==> config.mk <==
export PLATFORM = sky130hd
export DESIGN_NAME = arb_req_queue_flat
export DESIGN_NICKNAME = d
export VERILOG_FILES = /design/src/rtl/arb_pkg.sv /design/src/rtl/arb_req_queue_if.sv /design/src/rtl/sync_fifo.sv /design/src/rtl/arb_req_queue.sv /design/src/flat_wrapper.sv
export SDC_FILE = /design/constraint.sdc
export NUM_CORES = 1
export LEC_CHECK = 0
export ABC_AREA = 1
export CORE_ASPECT_RATIO = 1.1
export CORE_MARGIN = 3
export CORE_UTILIZATION = 49
export DETAILED_ROUTE_END_ITERATION = 8
export PLACE_DENSITY = 0.74
export SETUP_SLACK_MARGIN = 0.02
export SYNTH_ARGS = -nofsm -noshare
export SYNTH_HDL_FRONTEND = slang
export SYNTH_SLANG_ARGS = --single-unit
==> constraint.sdc <==
create_clock -name clk -period 1.9 [get_ports clk]
set_input_delay 0.285 -clock clk [delete_from_list [all_inputs] [get_ports clk]]
set_output_delay 0.285 -clock clk [all_outputs]
set_load 0.01 [all_outputs]
==> src/rtl/arb_pkg.sv <==
// ---------------------------------------------------------------------------
// arb_pkg
// Shared types for the two-channel arbiter request front end.
//   grant_t    : 2-bit one-hot grant from the round-robin arbiter
//   GNT_*      : grant encodings (00 none, 01 ch0, 10 ch1, 11 illegal)
//   os_state_t : output-stage state (register empty / register holding data)
// ---------------------------------------------------------------------------
package arb_pkg;

   typedef logic [1:0] grant_t;

   localparam grant_t GNT_NONE    = 2'b00;
   localparam grant_t GNT_CH0     = 2'b01;
   localparam grant_t GNT_CH1     = 2'b10;
   localparam grant_t GNT_ILLEGAL = 2'b11;

   typedef enum logic {
      OS_EMPTY = 1'b0,
      OS_FULL  = 1'b1
   } os_state_t;

endpackage

==> src/rtl/arb_req_queue_if.sv <==
// ---------------------------------------------------------------------------
// arb_req_queue_if
// Bundles every handshake/bus signal of arb_req_queue.
//   in0_valid/in0_ready/in0_data : channel 0 producer handshake
//   in1_valid/in1_ready/in1_data : channel 1 producer handshake
//   req   : to arbiter, req[i] = channel i FIFO non-empty
//   grant : from arbiter, one-hot
//   out_valid/out_ready/out_data/out_src : registered output handshake
//   occ0/occ1 : per-channel FIFO occupancy (status)
// Modports: slave = the queue itself, master = whatever drives it.
// ---------------------------------------------------------------------------
interface arb_req_queue_if #(
   parameter int DATA_W = 8,
   parameter int DEPTH  = 4
);
   localparam int CNT_W = $clog2(DEPTH) + 1;

   logic              in0_valid;
   logic              in0_ready;
   logic [DATA_W-1:0] in0_data;
   logic              in1_valid;
   logic              in1_ready;
   logic [DATA_W-1:0] in1_data;
   logic [1:0]        req;
   logic [1:0]        grant;
   logic              out_valid;
   logic              out_ready;
   logic [DATA_W-1:0] out_data;
   logic              out_src;
   logic [CNT_W-1:0]  occ0;
   logic [CNT_W-1:0]  occ1;

   modport slave (
      input  in0_valid, in0_data, in1_valid, in1_data, grant, out_ready,
      output in0_ready, in1_ready, req, out_valid, out_data, out_src, occ0, occ1
   );

   modport master (
      output in0_valid, in0_data, in1_valid, in1_data, grant, out_ready,
      input  in0_ready, in1_ready, req, out_valid, out_data, out_src, occ0, occ1
   );

endinterface

==> src/rtl/sync_fifo.sv <==
// ---------------------------------------------------------------------------
// sync_fifo
// Single-clock show-ahead FIFO used once per input channel.
//   clk, rst : clock, asynchronous active-low reset
//   push     : write wdata (ignored when full)
//   pop      : drop the head entry (ignored when empty)
//   wdata    : write data
//   rdata    : current head entry, valid whenever !empty
//   occ      : number of stored entries, 0..DEPTH
//   full     : occ == DEPTH
//   empty    : occ == 0
// ---------------------------------------------------------------------------
module sync_fifo #(
   parameter int DATA_W = 8,
   parameter int DEPTH  = 4
) (
   input  logic                         clk,
   input  logic                         rst,
   input  logic                         push,
   input  logic                         pop,
   input  logic [DATA_W-1:0]            wdata,
   output logic [DATA_W-1:0]            rdata,
   output logic [$clog2(DEPTH):0]       occ,
   output logic                         full,
   output logic                         empty
);

   localparam int ADDR_W = $clog2(DEPTH);
   localparam int CNT_W  = ADDR_W + 1;

   logic [DATA_W-1:0] mem [DEPTH];
   logic [ADDR_W-1:0] wrPtr_q;
   logic [ADDR_W-1:0] rdPtr_q;
   logic [CNT_W-1:0]  occ_q;
   logic              pushEn;
   logic              popEn;

   // Guard both operations locally so the count can never leave 0..DEPTH,
   // even if a caller forgets to check full/empty.
   assign full   = (occ_q == CNT_W'(DEPTH));
   assign empty  = (occ_q == '0);
   assign pushEn = push && !full;
   assign popEn  = pop && !empty;
   assign occ    = occ_q;
   assign rdata  = mem[rdPtr_q];

   // Storage array carries no reset; stale entries are unreachable once the
   // pointers and count are cleared.
   always_ff @(posedge clk) begin
      if (pushEn) begin
         mem[wrPtr_q] <= wdata;
      end
   end

   // Pointers wrap naturally because DEPTH is a power of two. A simultaneous
   // push and pop leaves the count unchanged.
   always_ff @(posedge clk or negedge rst) begin
      if (!rst) begin
         wrPtr_q <= '0;
         rdPtr_q <= '0;
         occ_q   <= '0;
      end else begin
         if (pushEn) begin
            wrPtr_q <= wrPtr_q + ADDR_W'(1);
         end
         if (popEn) begin
            rdPtr_q <= rdPtr_q + ADDR_W'(1);
         end
         case ({pushEn, popEn})
            2'b10:   occ_q <= occ_q + CNT_W'(1);
            2'b01:   occ_q <= occ_q - CNT_W'(1);
            default: occ_q <= occ_q;
         endcase
      end
   end

endmodule

==> src/rtl/arb_req_queue.sv <==
// ---------------------------------------------------------------------------
// arb_req_queue
// Two-channel request front end for a 2-requester round-robin arbiter.
// Each channel has its own FIFO; a non-empty FIFO raises its req bit, and a
// one-hot grant moves the granted FIFO head into a single registered output
// slot tagged with its source channel.
//   clk : rising-edge clock
//   rst : asynchronous active-low reset
//   bus : arb_req_queue_if.slave (input handshakes, req/grant, output
//         handshake, occupancy status)
// ---------------------------------------------------------------------------
module arb_req_queue
   import arb_pkg::*;
#(
   parameter int DATA_W = 8,
   parameter int DEPTH  = 4
) (
   input  logic           clk,
   input  logic           rst,
   arb_req_queue_if.slave bus
);

   localparam int CNT_W = $clog2(DEPTH) + 1;

   logic              push0;
   logic              push1;
   logic              pop0;
   logic              pop1;
   logic              full0;
   logic              full1;
   logic              empty0;
   logic              empty1;
   logic [DATA_W-1:0] head0;
   logic [DATA_W-1:0] head1;
   logic [CNT_W-1:0]  occ0;
   logic [CNT_W-1:0]  occ1;

   grant_t            grantIn;
   logic              takeCh0;
   logic              takeCh1;
   logic              load;

   os_state_t         state_q;
   os_state_t         state_d;
   logic [DATA_W-1:0] outData_q;
   logic [DATA_W-1:0] outData_d;
   logic              outSrc_q;
   logic              outSrc_d;
   logic              err_q;
   logic              err_d;

   // Input side: ready reflects only the registered count, so a full FIFO
   // refuses a push even in a cycle where it is also being popped.
   assign bus.in0_ready = !full0;
   assign bus.in1_ready = !full1;
   assign push0         = bus.in0_valid && !full0;
   assign push1         = bus.in1_valid && !full1;

   sync_fifo #(.DATA_W(DATA_W), .DEPTH(DEPTH)) fifo0 (
      .clk   (clk),
      .rst   (rst),
      .push  (push0),
      .pop   (pop0),
      .wdata (bus.in0_data),
      .rdata (head0),
      .occ   (occ0),
      .full  (full0),
      .empty (empty0)
   );

   sync_fifo #(.DATA_W(DATA_W), .DEPTH(DEPTH)) fifo1 (
      .clk   (clk),
      .rst   (rst),
      .push  (push1),
      .pop   (pop1),
      .wdata (bus.in1_data),
      .rdata (head1),
      .occ   (occ1),
      .full  (full1),
      .empty (empty1)
   );

   // Grant decode: only a clean one-hot grant to a non-empty FIFO counts.
   // A stale grant to an empty FIFO, 00 and 11 all fall through to no pop.
   // The output slot can take a word when empty or when its current word is
   // leaving this same cycle.
   assign grantIn = bus.grant;
   assign takeCh0 = (grantIn == GNT_CH0) && !empty0;
   assign takeCh1 = (grantIn == GNT_CH1) && !empty1;
   assign load    = (takeCh0 || takeCh1) && ((state_q == OS_EMPTY) || bus.out_ready);
   assign pop0    = load && takeCh0;
   assign pop1    = load && takeCh1;

   assign bus.req       = {!empty1, !empty0};
   assign bus.occ0      = occ0;
   assign bus.occ1      = occ1;
   assign bus.out_valid = (state_q == OS_FULL);
   assign bus.out_data  = outData_q;
   assign bus.out_src   = outSrc_q;

   // Output stage next-state: a load always wins (back-to-back transfer when
   // out_ready is high); otherwise a completed handshake empties the slot.
   // Data and source only change on a load, so they stay stable under
   // backpressure. The illegal-grant flag is sticky until reset.
   always_comb begin
      state_d   = state_q;
      outData_d = outData_q;
      outSrc_d  = outSrc_q;
      err_d     = err_q;
      if (load) begin
         state_d   = OS_FULL;
         outData_d = takeCh1 ? head1 : head0;
         outSrc_d  = takeCh1;
      end else if ((state_q == OS_FULL) && bus.out_ready) begin
         state_d = OS_EMPTY;
      end
      if (grantIn == GNT_ILLEGAL) begin
         err_d = 1'b1;
      end
   end

   // Output register and status flag.
   always_ff @(posedge clk or negedge rst) begin
      if (!rst) begin
         state_q   <= OS_EMPTY;
         outData_q <= '0;
         outSrc_q  <= 1'b0;
         err_q     <= 1'b0;
      end else begin
         state_q   <= state_d;
         outData_q <= outData_d;
         outSrc_q  <= outSrc_d;
         err_q     <= err_d;
      end
   end

   // Once set, the illegal-grant flag stays set until reset.
   errStickyA : assert property (@(posedge clk) disable iff (!rst) err_q |=> err_q);

   // A stalled output word must not change until it is accepted.
   outHoldA : assert property (@(posedge clk) disable iff (!rst)
      (bus.out_valid && !bus.out_ready) |=>
         (bus.out_valid && $stable(bus.out_data) && $stable(bus.out_src)));

endmodule

==> src/flat_wrapper.sv <==
// flat-port wrapper written by rule: the top's interface ports become plain ports
module arb_req_queue_flat import arb_pkg::*;
#(
   parameter int DATA_W = 8,
   parameter int DEPTH  = 4
)
  (clk, rst, bus_in0_valid, bus_in0_data, bus_in1_valid, bus_in1_data, bus_grant, bus_out_ready, bus_in0_ready, bus_in1_ready, bus_req, bus_out_valid, bus_out_data, bus_out_src, bus_occ0, bus_occ1);
  arb_req_queue_if #(.DATA_W(DATA_W), .DEPTH(DEPTH)) bus_i ();
  input  logic clk;
  input  logic rst;
  input wire logic [$bits(bus_i.in0_valid)-1:0] bus_in0_valid;
  input wire logic [$bits(bus_i.in0_data)-1:0] bus_in0_data;
  input wire logic [$bits(bus_i.in1_valid)-1:0] bus_in1_valid;
  input wire logic [$bits(bus_i.in1_data)-1:0] bus_in1_data;
  input wire logic [$bits(bus_i.grant)-1:0] bus_grant;
  input wire logic [$bits(bus_i.out_ready)-1:0] bus_out_ready;
  output wire logic [$bits(bus_i.in0_ready)-1:0] bus_in0_ready;
  output wire logic [$bits(bus_i.in1_ready)-1:0] bus_in1_ready;
  output wire logic [$bits(bus_i.req)-1:0] bus_req;
  output wire logic [$bits(bus_i.out_valid)-1:0] bus_out_valid;
  output wire logic [$bits(bus_i.out_data)-1:0] bus_out_data;
  output wire logic [$bits(bus_i.out_src)-1:0] bus_out_src;
  output wire logic [$bits(bus_i.occ0)-1:0] bus_occ0;
  output wire logic [$bits(bus_i.occ1)-1:0] bus_occ1;
  assign bus_i.in0_valid = bus_in0_valid;
  assign bus_i.in0_data = bus_in0_data;
  assign bus_i.in1_valid = bus_in1_valid;
  assign bus_i.in1_data = bus_in1_data;
  assign bus_i.grant = bus_grant;
  assign bus_i.out_ready = bus_out_ready;
  assign bus_in0_ready = bus_i.in0_ready;
  assign bus_in1_ready = bus_i.in1_ready;
  assign bus_req = bus_i.req;
  assign bus_out_valid = bus_i.out_valid;
  assign bus_out_data = bus_i.out_data;
  assign bus_out_src = bus_i.out_src;
  assign bus_occ0 = bus_i.occ0;
  assign bus_occ1 = bus_i.occ1;
  arb_req_queue #(.DATA_W(DATA_W), .DEPTH(DEPTH)) u_core (.clk(clk), .rst(rst), .bus(bus_i));
endmodule
==> flow_summary.json, run 1 <==
{
  "cts-root-buf": "clkbuf_8",
  "initial_core_util": 0.509,
  "dieArea_mm2": 0.00895,
  "combPwrFrac": 0.392,
  "path_cells": "nor2_4 -> nand2_2 -> nand2_4 -> ha_4 -> inv_2 -> fa_2 -> a21oi_2 -> o21ai_1 -> xor2_1",
  "reg2reg_setup_slack_ns": 0.07,
  "status": "finished, final reports clean",
  "routed_via_density": 5.01,
  "grt_max_degree": 25,
  "antenna_cells": 0,
  "h-tree-depth": 3,
  "crit_required_ns": 2.14,
  "slew_viol_final": 0,
  "leakage_nw": 2.02,
  "p_clk_frac": 0.186,
  "cp-startpoint": "u_core.fifo1.occ[1]",
  "place_hpwl_um": 5130,
  "min_path_type": "in -> async",
  "ant_nets": 0,
  "nets": 449,
  "seqPwrFrac": 0.422,
  "powerDensity_mw_per_mm2": 1460,
  "grtUsageTotal": 0.174,
  "grt_pass1_wl_um": 12000,
  "dieHeight_um": 98.9,
  "grt_pass1_vias": 2629,
  "switching_share": 0.368,
  "vdd_drop_max_uv": 659,
  "wl_per_cell_um": 14.1,
  "fill_cells": 588,
  "yosysUniqueCellTypes": 25,
  "slowest_stage": "dfrtp_2",
  "dp_slack_ns": -0.289,
  "antenna_found_initial": 0,
  "path_max_fanout": 4,
  "drcViolationCount": 0,
  "grt_setup_unrepaired": "true",
  "core.rowCount": 33,
  "ys_seq_area_frac": 0.656,
  "relSlewSlack": 0.724,
  "avgSynthCellArea_um2": 11.2,
  "syn_inst": 344,
  "crit_path_end": "u_core.fifo1.occ[2]",
  "core_mm2": 0.00756,
  "drive_above_1_share": 0.169,
  "r2r-end": "u_core.fifo1.occ[2]",
  "worstSetupPathType": "reg -> reg",
  "finalHoldViolCount": 0,
  "drt_iter0_drc": 164,
  "r2r_start": "u_core.fifo1.occ[1]",
  "min_period_over_period": 0.965,
  "portBuffers": 42,
  "cts_hold_buf": 0,
  "hold_slack_ns": 0.290,
  "crit_path_start_kind": "flip-flop",
  "p_total_mw": 6.97,
  "setup_viol": 0,
  "cts.clk_slew.worst_paths_ns": 0.09,
  "critical-path-max-stage-delay_ns": 0.45,
  "switchingPower_mw": 2.56,
  "cts.path.max_buffers": 2,
  "fin_skew_ns": 0.0107,
  "synth_warnings": 0,
  "totalWireLength_um": 7410,
  "worstPathArrival_ns": 2.08,
  "synthToLayoutAreaGrowth_pct": 24.2,
  "synth_area_mm2": 0.00384,
  "period_minus_slack_ns": 1.83,
  "io_pins": 43,
  "overflow": 0,
  "cts_inserted_buffers": 9,
  "cts_tree": "yes",
  "worstMarginPinSlew_ns": 0.414,
  "r2r_cells": 9,
  "die_w_um": 90.5,
  "place_congestion": 0.782,
  "firstDrtPassIters": 4,
  "critPathCaptureType": "flip-flop",
  "p_int_mw": 4.40,
  "cap_violations": 0,
  "synth_seq_cells": 88,
  "via_count": 2626,
  "syn_nets": 379,
  "cts_sinks": 88,
  "fin_ws_ns": 0.0672,
  "insertion_delay_ns": 0.35,
  "timing.fmax_ghz": 0.546
}
[stage by stage]
stage	instances	cell area, µm²	setup TNS [ns]	utilization
2_1_floorplan	344	3880	0	-
3_3_place_gp	507	4540	-0.589	0.601
3_5_place_dp	507	4540	-0.752	0.601
4_1_cts	523	4740	0	0.628
5_1_grt	524	4770	-0.0235	0.632
6_report	524	4770	0	0.632
[routing by layer]
layer,global-route usage,vias to the layer above,part of all wire
met5,0,-,0
met4,0.112,0,0.039
li1,-,1272,-
met2,0.298,87,0.50
met1,0.202,1241,0.41
met3,0.0336,26,0.051
[Yosys cell counts, drive strengths merged]
cell type	n	share of area
a21oi	6	0.011
buf	8	0.017
clkinv	2	0.0023
dfrtp	24	0.16
edfxtp	64	0.50
fa	2	0.010
ha	10	0.033
inv	35	0.037
nand2	116	0.13
nand3	50	0.065
nor2	14	0.016
o21ai	4	0.0052
xnor2	2	0.0046
xor2	7	0.016
[critical path: cells and delay by family (launching register included)]
| family | cells | cell delay [ns] |
|---|---|---|
| buf+inv | 1 | 0.04 |
| compound gates | 2 | 0.21 |
| simple gates | 3 | 0.38 |
| flops | 1 | 0.45 |
| xor+xnor | 1 | 0.14 |
| fa+ha+maj | 2 | 0.50 |
[cell type report]
type	instances	area, µm²	share of cell area
multi-input cells	211	1160	0.242
clock inverters	7	76.3	0.0160
repair buffers	67	609	0.128
flip-flops and latches	88	2530	0.529
clock buffers	9	124	0.0259
inverters	37	150	0.0314
well taps	105	131	0.0275
[repair_timing]
| item | 4_1_cts | 5_1_grt |
|---|---|---|
| pin swaps | 1 | 6 |
| buffers inserted | 0 | 1 |
| setup endpoints to repair | 2 | 4 |
| gates resized for setup | 2 | 8 |
| gates cloned | 0 | 0 |
[sequential cells by signal, indices dropped and copies added (netlist names)]
signal                flops
u_core.bus.out_valid      1
u_core.fifo1.rdPtr_q      2
u_core.fifo1.occ          3
u_core.fifo1.mem         32
u_core.bus.out_data       8
u_core.fifo0.rdPtr_q      2
u_core.fifo0.occ          3
u_core.fifo0.wrPtr_q      2
u_core.bus.out_src        1
u_core.fifo0.mem         32
u_core.fifo1.wrPtr_q      2
[layout by cell type (no fill, tap or decap)]
| master | count |
|---|---|
| nand2_4 | 6 |
| inv_1 | 28 |
| nand2_2 | 2 |
| nand3_2 | 3 |
| dfrtp_1 | 21 |
| nand2_8 | 1 |
| a21oi_1 | 3 |
| nor2_4 | 1 |
| ha_1 | 9 |
| inv_4 | 2 |
| xnor2_1 | 2 |
| clkinv_1 | 1 |
| xor2_1 | 7 |
| inv_2 | 4 |
| nor2_1 | 13 |
| o21ai_0 | 1 |
| dlygate4sd2_1 | 1 |
| fa_2 | 2 |
| dlymetal6s2s_1 | 1 |
| edfxtp_1 | 64 |
| dfrtp_2 | 3 |
| nand2_1 | 107 |
| o21ai_1 | 3 |
| a21oi_2 | 2 |
| clkinv_2 | 2 |
| clkinvlp_4 | 2 |
| nand3_1 | 47 |
| ha_4 | 1 |
| bufinv_16 | 1 |
| clkdlybuf4s50_1 | 40 |
| buf_4 | 25 |
| clkbuf_8 | 9 |
| inv_6 | 4 |
| a21oi_4 | 1 |
[how the worst min path moves through the flow]
stage                            from                      to  slack (ns)  cells past startpoint
6_report                          rst     u_core.fifo0.occ[1]        0.29                      2
4_1_cts                           rst     u_core.fifo0.occ[1]        0.29                      2
2_1_floorplan                     rst  u_core.bus.out_data[0]       -0.01                      0
5_1_grt                           rst     u_core.fifo0.occ[1]        0.31                      2
3_5_place_dp   u_core.bus.out_data[3]  u_core.bus.out_data[3]        0.46                      2
3_3_place_gp   u_core.bus.out_data[0]  u_core.bus.out_data[0]        0.46                      2
[logic make-up after synthesis]
| family | after synthesis | share of synthesized area |
|---|---|---|
| AOI/OAI and AO/OA | 10 | 0.0159 |
| xor gates and xnor gates | 9 | 0.0205 |
| adders and majority gates | 12 | 0.0430 |
| buffers and inverters | 45 | 0.0560 |
| DFF | 88 | 0.656 |
| and+or+nand+nor | 180 | 0.209 |
[power by group through the flow]
stage          logic, mW  registers [mW]  clock network, mW
2_1_floorplan       1.70            2.94                  0
3_3_place_gp        2.60            2.96                  0
3_5_place_dp        2.71            2.98                  0
4_1_cts             2.72            2.94               1.33
5_1_grt             3.05            3.00               1.41
6_report            2.73            2.94               1.30
(Power assumes the default switching activity.)
==> run 2, diff against run 1 <==
--- a/config.mk
+++ b/config.mk
@@ -12,6 +12,7 @@
 export DETAILED_ROUTE_END_ITERATION = 8
 export PLACE_DENSITY = 0.74
 export SETUP_SLACK_MARGIN = 0.02
+export SKIP_CTS_REPAIR_TIMING = 1
 export SYNTH_ARGS = -nofsm -noshare
 export SYNTH_HDL_FRONTEND = slang
 export SYNTH_SLANG_ARGS = --single-unit
==> flow_summary.json, run 2 (synthesized netlist as in run 1, its figures left out) <==
{
  "reg2reg_setup_slack_ns": 0.08,
  "status": "finished, final reports clean",
  "drcViolationCount": 0,
  "r2r_cells": 9,
  "cts.clk_slew.worst_paths_ns": 0.09,
  "antenna_found_initial": 0,
  "relSlewSlack": 0.730,
  "portBuffers": 42,
  "wl_per_cell_um": 14.2,
  "layout_commonest_cell": "nand2_1",
  "ant_nets": 0,
  "seqPwrFrac": 0.420,
  "fill_cells": 592,
  "powerDensity_mw_per_mm2": 1460,
  "min_path_type": "in -> async",
  "final_cell_mix": "107 x nand2_1, 64 x edfxtp_1, 47 x nand3_1",
  "r2r-end": "u_core.fifo1.occ[2]",
  "place_hpwl_um": 5130,
  "antenna_cells": 0,
  "crit_required_ns": 2.15,
  "firstDrtPassIters": 4,
  "insertion_delay_ns": 0.36,
  "slowest_stage": "clkdlybuf4s50_1",
  "worstPathArrival_ns": 2.07,
  "worstMarginPinSlew_ns": 0.405,
  "cts_sinks": 88,
  "combPwrFrac": 0.395,
  "nets": 450,
  "grt_setup_unrepaired": "true",
  "fin_ws_ns": 0.0737,
  "synthToLayoutAreaGrowth_pct": 24.4,
  "finalHoldViolCount": 0,
  "place_congestion": 0.782,
  "critPathCaptureType": "flip-flop",
  "vdd_drop_max_uv": 658,
  "initial_core_util": 0.509,
  "path_cells": "clkdlybuf4s50_1 -> nand2_1 -> a21oi_4 -> nand2_4 -> clkinv_2 -> ha_4 -> inv_2 -> fa_2 -> a21oi_2 -> o21ai_1 -> xor2_1",
  "critical-path-max-stage-delay_ns": 0.48,
  "min_period_over_period": 0.961,
  "slew_viol_final": 0,
  "r2r_start": "u_core.fifo1.occ[0]",
  "p_total_mw": 6.99,
  "core_mm2": 0.00756,
  "post-route-util": 0.633,
  "switchingPower_mw": 2.57,
  "cts-root-buf": "clkbuf_8",
  "io_pins": 43,
  "grtUsageTotal": 0.174,
  "cap_violations": 0,
  "drive_above_1_share": 0.171,
  "fin_skew_ns": 0.0118,
  "cts.path.max_buffers": 2,
  "overflow": 0,
  "cts_tree": "yes",
  "drt_iter0_drc": 164,
  "via_count": 2630,
  "cts_inserted_buffers": 9,
  "dp_slack_ns": -0.289,
  "crit_path_start_kind": "input port",
  "totalWireLength_um": 7440,
  "die_w_um": 90.5,
  "setup_viol": 0,
  "worstSetupPathType": "in -> reg",
  "path_max_fanout": 2,
  "period_minus_slack_ns": 1.83,
  "timing.fmax_ghz": 0.548,
  "grt_pass1_vias": 2629,
  "hold_slack_ns": 0.290,
  "grt_max_degree": 25,
  "routed_via_density": 5.01,
  "p_clk_frac": 0.185,
  "fin_tns_setup_ns": 0,
  "dieArea_mm2": 0.00895,
  "core.rowCount": 33,
  "p_int_mw": 4.42,
  "h-tree-depth": 3,
  "leakage_nw": 2.02,
  "dieHeight_um": 98.9,
  "grt_pass1_wl_um": 12000,
  "switching_share": 0.367
}
==> run 2: changes by cell type in the layout (fill, tap and decap cells not counted) <==
cell	previous run	this run
dlygate4sd2_1	1	0
clkdlybuf4s50_1	40	41
buf_4	25	26
==> run 2: worst max-delay path by stage <==
stage / slack [ns] / endpoint / cells past startpoint / from
floorplan: 0.02 / u_core.fifo0.occ[2] / 9 / u_core.fifo0.occ[0]
global placement: -0.23 / u_core.fifo1.occ[2] / 11 / bus_grant[1]
detailed placement: -0.29 / u_core.fifo1.occ[2] / 11 / bus_grant[1]
CTS: 0.006 / bus_in1_ready / 3 / u_core.fifo1.occ[1]
global route: -0.004 / u_core.fifo1.occ[2] / 9 / u_core.fifo1.occ[0]
finish: 0.07 / u_core.fifo1.occ[2] / 11 / bus_grant[1]
==> run 2: worst max-delay path, delay by kind of cell <==
kind                     cells  cell delay (ns)
buffers and inverters        3             0.59
adder cells (fa/ha/maj)      2             0.51
AO/OA/AOI/OAI                3             0.37
AND/OR/NAND/NOR              2             0.18
XOR/XNOR                     1             0.14
==> run 2: metrics by stage <==
step | area, µm² | instances
2_1_floorplan | 3880 | 344
3_3_place_gp | 4540 | 507
3_5_place_dp | 4540 | 507
4_1_cts | 4740 | 523
5_1_grt | 4780 | 525
6_report | 4780 | 525
==> run 2: final cells by class <==
cell class / count / area [µm²] / area share
Sequential cell: 88 / 2530 / 0.528
Multi-Input combinational cell: 211 / 1160 / 0.242
Timing Repair Buffer: 68 / 618 / 0.129
Inverter: 37 / 150 / 0.0314
Tap cell: 105 / 131 / 0.0275
Clock buffer: 9 / 124 / 0.0259
Clock inverter: 7 / 76.3 / 0.0160
==> run 2: power by group through the flow <==
stage | clock network (mW) | registers [mW] | logic (mW)
3_5_place_dp | 0 | 2.98 | 2.71
4_1_cts | 1.33 | 2.94 | 2.73
6_report | 1.30 | 2.93 | 2.76
3_3_place_gp | 0 | 2.96 | 2.60
2_1_floorplan | 0 | 2.94 | 1.70
5_1_grt | 1.41 | 2.99 | 3.09
==> run 2: layer usage <==
layer / part of all wire / up-vias / wire length (µm) / track usage
met5: 0 / - / 0 / 0
met4: 0.040 / 0 / 295 / 0.112
met3: 0.052 / 24 / 387 / 0.0336
met2: 0.50 / 85 / 3720 / 0.298
met1: 0.41 / 1250 / 3040 / 0.202
li1: - / 1271 / - / -
==> run 3, diff against run 2 <==
--- a/config.mk
+++ b/config.mk
@@ -11,6 +11,7 @@
 export CORE_UTILIZATION = 49
 export DETAILED_ROUTE_END_ITERATION = 8
 export PLACE_DENSITY = 0.74
+export REMOVE_ABC_BUFFERS = 1
 export SETUP_SLACK_MARGIN = 0.02
 export SKIP_CTS_REPAIR_TIMING = 1
 export SYNTH_ARGS = -nofsm -noshare
==> flow_summary.json, run 3 (synthesized netlist as in run 1, its figures left out) <==
{
  "status": "finished, final reports clean",
  "critPathCaptureType": "output pin",
  "overflow": 0,
  "via_count": 2620,
  "slew_viol_final": 0,
  "io_pins": 43,
  "crit_path_start_kind": "flip-flop",
  "stdcell_count": 532,
  "layout_commonest_cell": "nand2_1",
  "routed_via_density": 4.92,
  "h-tree-depth": 3,
  "vdd_drop_max_uv": 691,
  "grt_max_degree": 25,
  "powerDensity_mw_per_mm2": 1490,
  "worstMarginPinSlew_ns": 0.424,
  "dieHeight_um": 98.9,
  "core_mm2": 0.00756,
  "hold_slack_ns": 0.281,
  "finalHoldViolCount": 0,
  "drive_above_1_share": 0.164,
  "cts_tree": "yes",
  "cts_sinks": 88,
  "cap_violations": 0,
  "portBuffers": 42,
  "fin_tns_setup_ns": 0,
  "insertion_delay_ns": 0.35,
  "initial_core_util": 0.509,
  "core.rowCount": 33,
  "r2r_start": "u_core.fifo0.occ[2]",
  "final_cell_mix": "107 x nand2_1, 64 x edfxtp_1, 48 x nand3_1",
  "worstSetupPathType": "reg -> out",
  "ant_nets": 0,
  "r2r-end": "u_core.fifo0.occ[2]",
  "period_minus_slack_ns": 1.80,
  "cts-root-buf": "clkbuf_8",
  "dp.cells": 511,
  "grt_pass1_wl_um": 11900,
  "path_max_fanout": 3,
  "setup_viol": 0,
  "cp-startpoint": "u_core.fifo1.occ[1]",
  "antenna_found_initial": 0,
  "cts.clk_slew.worst_paths_ns": 0.09,
  "firstDrtPassIters": 4,
  "die_w_um": 90.5,
  "totalWireLength_um": 7210,
  "min_path_type": "in -> async",
  "min_period_over_period": 0.946,
  "place_congestion": 0.762,
  "cts_inserted_buffers": 9,
  "antenna_cells": 0,
  "drcViolationCount": 0,
  "r2r_cells": 9,
  "fin_skew_ns": 0.00845,
  "nets": 457,
  "relSlewSlack": 0.717,
  "fill_cells": 577,
  "crit_required_ns": 1.62,
  "place_hpwl_um": 4940,
  "drt_iter0_drc": 115,
  "dieArea_mm2": 0.00895,
  "timing.fmax_ghz": 0.557,
  "reg2reg_setup_slack_ns": 0.12,
  "wl_per_cell_um": 13.5,
  "grtUsageTotal": 0.172,
  "grt_setup_unrepaired": "false",
  "synthToLayoutAreaGrowth_pct": 26.1,
  "cts.path.max_buffers": 2,
  "leakage_nw": 2.09,
  "worstPathArrival_ns": 1.51,
  "grt_pass1_vias": 2574
}
==> run 3: cell types whose count changed in the layout (fill, tap and decap cells not counted), moves of 2 or more <==
cell / delta
inv_1: +3
buf_4: +7
clkinv_4: +2
a21oi_1: +2
a21oi_2: -2
dfrtp_2: -2
inv_2: -3
inv_6: -3
dfrtp_1: +2
bufinv_16: +2
==> run 3: layout make-up <==
type                       count  area [µm²]  share of cell area
sequential                    88        2520               0.520
inverter                      37         150              0.0310
multi-input combinational    211        1130               0.232
clock inverter                 7         120              0.0248
tap                          105         131              0.0271
clock buffer                   9         124              0.0255
timing repair buffer          75         673               0.139
==> run 3: worst max-delay path by stage <==
| stage | endpoint | slack, ns | cells after the start |
|---|---|---|---|
| floorplan | u_core.fifo1.occ[2] | -0.1 | 9 |
| global placement | u_core.fifo1.occ[2] | -0.28 | 11 |
| detailed placement | u_core.fifo1.occ[2] | -0.36 | 11 |
| CTS | bus_req[1] | 0.002 | 4 |
| global route | u_core.fifo1.occ[2] | 0.01 | 12 |
| finish | bus_in1_ready | 0.10 | 3 |
==> run 3: critical path, cell delays in order (launching register included) <==
cell and delay (ns):
dfrtp_2 0.44, nor2_4 0.16, nand2_2 0.08, clkdlybuf4s50_1 0.48
==> run 3: metrics by stage <==
step	setup slack, ns	area [µm²]	total power [mW]	utilization
floorplan	-0.0973	3780	4.45	-
global placement	-0.284	4540	5.55	0.601
detailed placement	-0.356	4540	5.64	0.601
CTS	0.00197	4790	7.18	0.633
global route	0.0125	4850	7.72	0.642
finish	0.103	4850	7.22	0.642
==> run 3: per-layer routing <==
layer,routed length [µm],GRT usage
met1,3020,0.200
met2,3770,0.305
met5,0,0
met3,309,0.0374
met4,108,0.0766
==> run 3: power breakdown <==
group          switching [mW]  total, mW  internal [mW]
Clock                   0.653       1.53          0.875
Combinational            1.53       2.77           1.24
Sequential              0.317       2.93           2.61
Total                    2.50       7.22           4.72
